**src/rtl/regfile_dump.sv**
```systemverilog
`default_nettype none
// ============================================================================
// Module   : regfile_dump
// Brief    : Streams a range of register-file words as bytes, MSB first,
//            over a valid/ready byte interface. Define DUMP_HEADER_EN to
//            prefix each dump with a 0xA5 header byte.
// Revision : 1.0 - initial release
// ============================================================================
module regfile_dump #(
  parameter int FIRST_REG = 0,
  parameter int LAST_REG  = 31
) (
  input  logic        clock,
  input  logic        reset,
  input  logic        start,
  output logic [4:0]  read_address_debug,
  input  logic [31:0] data_in_debug,
  output logic [7:0]  byte_out,
  output logic        byte_valid,
  input  logic        byte_ready,
  output logic        busy,
  output logic        done
);

  localparam logic [4:0] C_FIRST_ADDR = 5'(FIRST_REG);
  localparam logic [4:0] C_LAST_ADDR  = 5'(LAST_REG);

  localparam logic [2:0] S_IDLE    = 3'd0;
`ifdef DUMP_HEADER_EN
  localparam logic [2:0] S_HEADER  = 3'd1;
  localparam logic [7:0] C_HEADER  = 8'hA5;
`endif
  localparam logic [2:0] S_FETCH   = 3'd2;
  localparam logic [2:0] S_CAPTURE = 3'd3;
  localparam logic [2:0] S_SEND    = 3'd4;
  localparam logic [2:0] S_FINISH  = 3'd5;

  logic [2:0]  state_q, state_d;
  logic [4:0]  addr_q, addr_d;
  logic [31:0] shift_q, shift_d;
  logic [1:0]  cnt_q, cnt_d;
  logic        last_byte;
  logic        last_word;

  assign last_byte = (cnt_q == 2'd3);
  assign last_word = (addr_q == C_LAST_ADDR);

  always_ff @(posedge clock) begin
    if (reset) begin
      state_q <= S_IDLE;
      addr_q  <= C_FIRST_ADDR;
      shift_q <= 32'h0;
      cnt_q   <= 2'd0;
    end else begin
      state_q <= state_d;
      addr_q  <= addr_d;
      shift_q <= shift_d;
      cnt_q   <= cnt_d;
    end
  end

  always_comb begin
    state_d = state_q;
    case (state_q)
      S_IDLE: begin
        if (start) begin
`ifdef DUMP_HEADER_EN
          state_d = S_HEADER;
`else
          state_d = S_FETCH;
`endif
        end
      end
`ifdef DUMP_HEADER_EN
      S_HEADER:  if (byte_ready) state_d = S_FETCH;
`endif
      S_FETCH:   state_d = S_CAPTURE;
      S_CAPTURE: state_d = S_SEND;
      S_SEND: begin
        if (byte_ready && last_byte) begin
          state_d = last_word ? S_FINISH : S_FETCH;
        end
      end
      S_FINISH:  state_d = S_IDLE;
      default:   state_d = S_IDLE;
    endcase
  end

  // The address only advances on the last byte of a non-final word, so it
  // can never pass LAST_REG or wrap.
  always_comb begin
    addr_d  = addr_q;
    shift_d = shift_q;
    cnt_d   = cnt_q;
    case (state_q)
      S_IDLE: begin
        if (start) addr_d = C_FIRST_ADDR;
      end
      S_CAPTURE: begin
        shift_d = data_in_debug;
        cnt_d   = 2'd0;
      end
      S_SEND: begin
        if (byte_ready) begin
          shift_d = {shift_q[23:0], 8'h00};
          cnt_d   = cnt_q + 2'd1;
          if (last_byte && !last_word) addr_d = addr_q + 5'd1;
        end
      end
      default: ;
    endcase
  end

  always_comb begin
    byte_valid = 1'b0;
    byte_out   = 8'h00;
    busy       = (state_q != S_IDLE);
    done       = (state_q == S_FINISH);
    case (state_q)
      S_SEND: begin
        byte_valid = 1'b1;
        byte_out   = shift_q[31:24];
      end
`ifdef DUMP_HEADER_EN
      S_HEADER: begin
        byte_valid = 1'b1;
        byte_out   = C_HEADER;
      end
`endif
      default: ;
    endcase
  end

  assign read_address_debug = addr_q;

endmodule
`default_nettype wire
```
**config.mk**
```make
export PLATFORM = sky130hd
export DESIGN_NAME = regfile_dump
export DESIGN_NICKNAME = d
export VERILOG_FILES = /design/src/rtl/regfile_dump.sv
export SDC_FILE = /design/constraint.sdc
export NUM_CORES = 1
export LEC_CHECK = 0
export BUFFER_PORTS_ARGS = -buffer_cell sky130_fd_sc_hd__buf_2
export CORE_MARGIN = 1.5
export CORE_UTILIZATION = 38
export CTS_CLUSTER_DIAMETER = 40
export DETAILED_ROUTE_END_ITERATION = 10
export GPL_TIMING_DRIVEN = 1
export PLACE_DENSITY = 0.69
export SYNTH_ARGS = -nofsm -noshare
export SYNTH_HDL_FRONTEND = slang
export SYNTH_SLANG_ARGS = --single-unit
```
**constraint.sdc**
```tcl
create_clock -name clock -period 5.33 [get_ports clock]
set_clock_uncertainty 0.15 [all_clocks]
set_input_delay 1.599 -clock clock [delete_from_list [all_inputs] [get_ports clock]]
set_output_delay 1.599 -clock clock [all_outputs]
set_load 0.005 [all_outputs]
```
==> flow_summary.toml <==
[outcome]
status = "complete, no violations"

[worst_setup_path]
cp_data_arrival_time_ns = 2.10
cp_max_fo = 33
cp_data_required_time_ns = 3.58
crit_path_start_kind = "register"
crit_type = "register to primary output"
rr_worst_depth = 3
cp-end-kind = "primary output"

[clocking]
clk_pin_slew_ns = 0.07
cts_tree = "yes"
post_cts.repair.setup_buffers = 0
cts_sinks = 42
cts_hold_buf = 0
cts_buffer_depth = 2
htreeDepth = 2
insertion_delay_ns = 0.29
cts_root_buf = "clkbuf_8"
cts_resized = 0
cts_buffers = 5

[sta]
worst_slew_pin_slew_ns = 1.22
fin_crit_ns = 3.85
fin_setup_tns_ns = 0
grt_setup_unrepaired = "false"
max_freq_mhz = 260
maxSlewViolCount = 0
setup_viol = 0
hold-worst-slack_ns = 0.326
fin_crit_sh_pct = 72.3
slew_headroom_pct = 18.6
fin_ws_ns = 1.48
hold_viol = 0

[place]
dp.cells = 348
portBuffers = 51
place_ws_ns = 1.79
place.gp.congestion = 0.728
dp_hpwl_um = 2920

[floorplanning]
rows = 26
die-area_mm2 = 0.00566
die_h_um = 75.2
core_area_mm2 = 0.00507
io_pins = 52
start_util_pct = 39.1
die_width_um = 75.2

[yosys]
yosysTopAreaCell = "dfxtp_1"
synth_fp_nets = 288
yosysMostFrequentCell = "nand2_1"
synth_seq_cells = 42
synth_edf_count = 0
seq_area_frac_synth_pct = 42.4
synth_cell_types = 32
synth.avg_cell_area_um2 = 7.96
yosys_warnings = 0
synth_flop_cell = "dfxtp_1"
synth-async-reset-ratio_pct = 0
netlist_instances = 249
synth_area_leaders = "dfxtp_1, nand2_1, a311oi_1"
synth_common_cells = "nand2_1, dfxtp_1, nor3_1"
synth_top_area_share_pct = 42.4
syn_area_mm2 = 0.00198

[detailed_routing]
totalWireLength_um = 4650
route.vias.total = 1859
drc_errors = 0
vias_per_cell = 5.24
ant_nets = 0
dr.pass1.iters = 4
drtIter0Drc = 100
wl_per_cell_um = 13.1

[finish]
syn2layout_area_growth_pct = 19.4
finalNonFillerCells = 355
final_nets = 324
seqCellArea_um2 = 841
multi_input_area_mm2 = 0.00103
diodes = 0
drive_gt1_share_pct = 22.5
nFillCells = 521

[grt]
grt_pass1_wl_um = 7400
grt_overflow = 0
antenna_found_initial = 0
grt_max_degree = 43
track_usage_pct = 17.1
grt_pass1_vias = 1652

[power]
ir_worst_vdd_mv = 0.146
p_total_uw = 652
total_leakage_power_nw = 0.948
power.density_mw_per_mm2 = 276

[flow_run]
cap_violations = 0

[min_path]
hold_path_class = "register to register"
min_path_cells = 2
worst max-delay path: stages, from the launching register on:
cell and delay (ns):
dfxtp_1 0.56, or3b_1 0.38, buf_4 0.25, clkinv_1 0.09, buf_4 0.26, and2_1 0.16, buf_2 0.10
layout by cell type, fill, tap and decap left out:
cell and count:
and3_1 1, o21ai_0 1, clkbuf_8 6, nor3_1 25, nand2_1 58, a31oi_1 2
or4bb_1 1, nor2b_1 1, nand3b_1 2, nand4_1 2, or3_1 2, nor4bb_4 1
or4b_2 1, nor2_1 3, a21oi_1 16, nand2b_1 2, or3b_1 1, nand3_1 13
and2_1 8, and4b_1 1, bufinv_16 1, buf_4 4, dfxtp_1 42, and3b_1 3
ha_1 3, or4_1 2, o211ai_1 5, clkinv_1 1, a311oi_1 24, buf_2 51
inv_1 1, o311ai_0 1
sequential cells by signal, indices dropped and copies added (netlist names):
| signal | flops |
|---|---|
| cnt_q | 2 |
| read_address_debug | 5 |
| shift_q | 32 |
| state_q | 3 |
where the power goes:
| group | internal (mW) | switching [mW] | total, mW |
|---|---|---|---|
| combinational | 0.0293 | 0.0341 | 0.0634 |
| clock | 0.150 | 0.102 | 0.252 |
| sequential | 0.326 | 0.0101 | 0.336 |
| total | 0.505 | 0.147 | 0.652 |
per-stage QoR:
step | utilization, % | area [µm²]
5_1_grt | 46.6 | 2370
3_3_place_gp | 44.4 | 2250
2_1_floorplan | - | 1980
6_report | 46.6 | 2370
4_1_cts | 46.6 | 2370
3_5_place_dp | 44.4 | 2250
routing by layer:
layer | part of all wire [%] | global-route usage [%] | vias to the layer above
met3 | 6.2 | 4.55 | 4
li1 | - | - | 964
met5 | 0 | 0 | -
met4 | 1.3 | 6.15 | 0
met2 | 44 | 27.9 | 56
met1 | 48 | 22.0 | 835
cell families after synthesis:
kind of cell,after synthesis,synth area share [%]
and+or+nand+nor,127,31.6
AOI/OAI and AO/OA,49,17.9
DFF,42,42.4
buffers and inverters,28,6.25
adders and majority gates,3,1.89
cell type report:
| class | count | share of cell area, % |
|---|---|---|
| Timing Repair Buffer | 55 | 12.1 |
| Tap cell | 70 | 3.70 |
| Sequential cell | 42 | 35.5 |
| Inverter | 2 | 0.317 |
| Clock inverter | 1 | 1.27 |
| Multi-Input combinational cell | 179 | 43.6 |
| Clock buffer | 6 | 3.49 |
final timing paths:
check | end | slack [ns] | from
min | shift_q[2]$_SDFFE_PP0P_ | 0.33 | shift_q[2]$_SDFFE_PP0P_
max reg2reg | shift_q[30]$_SDFFE_PP0P_ | 2.86 | state_q[2]$_SDFFE_PP0P_
max | byte_out[7] | 1.48 | state_q[2]$_SDFFE_PP0P_
min reg2reg | shift_q[2]$_SDFFE_PP0P_ | 0.33 | shift_q[2]$_SDFFE_PP0P_
No activity file was read; power rests on OpenSTA's default activity.
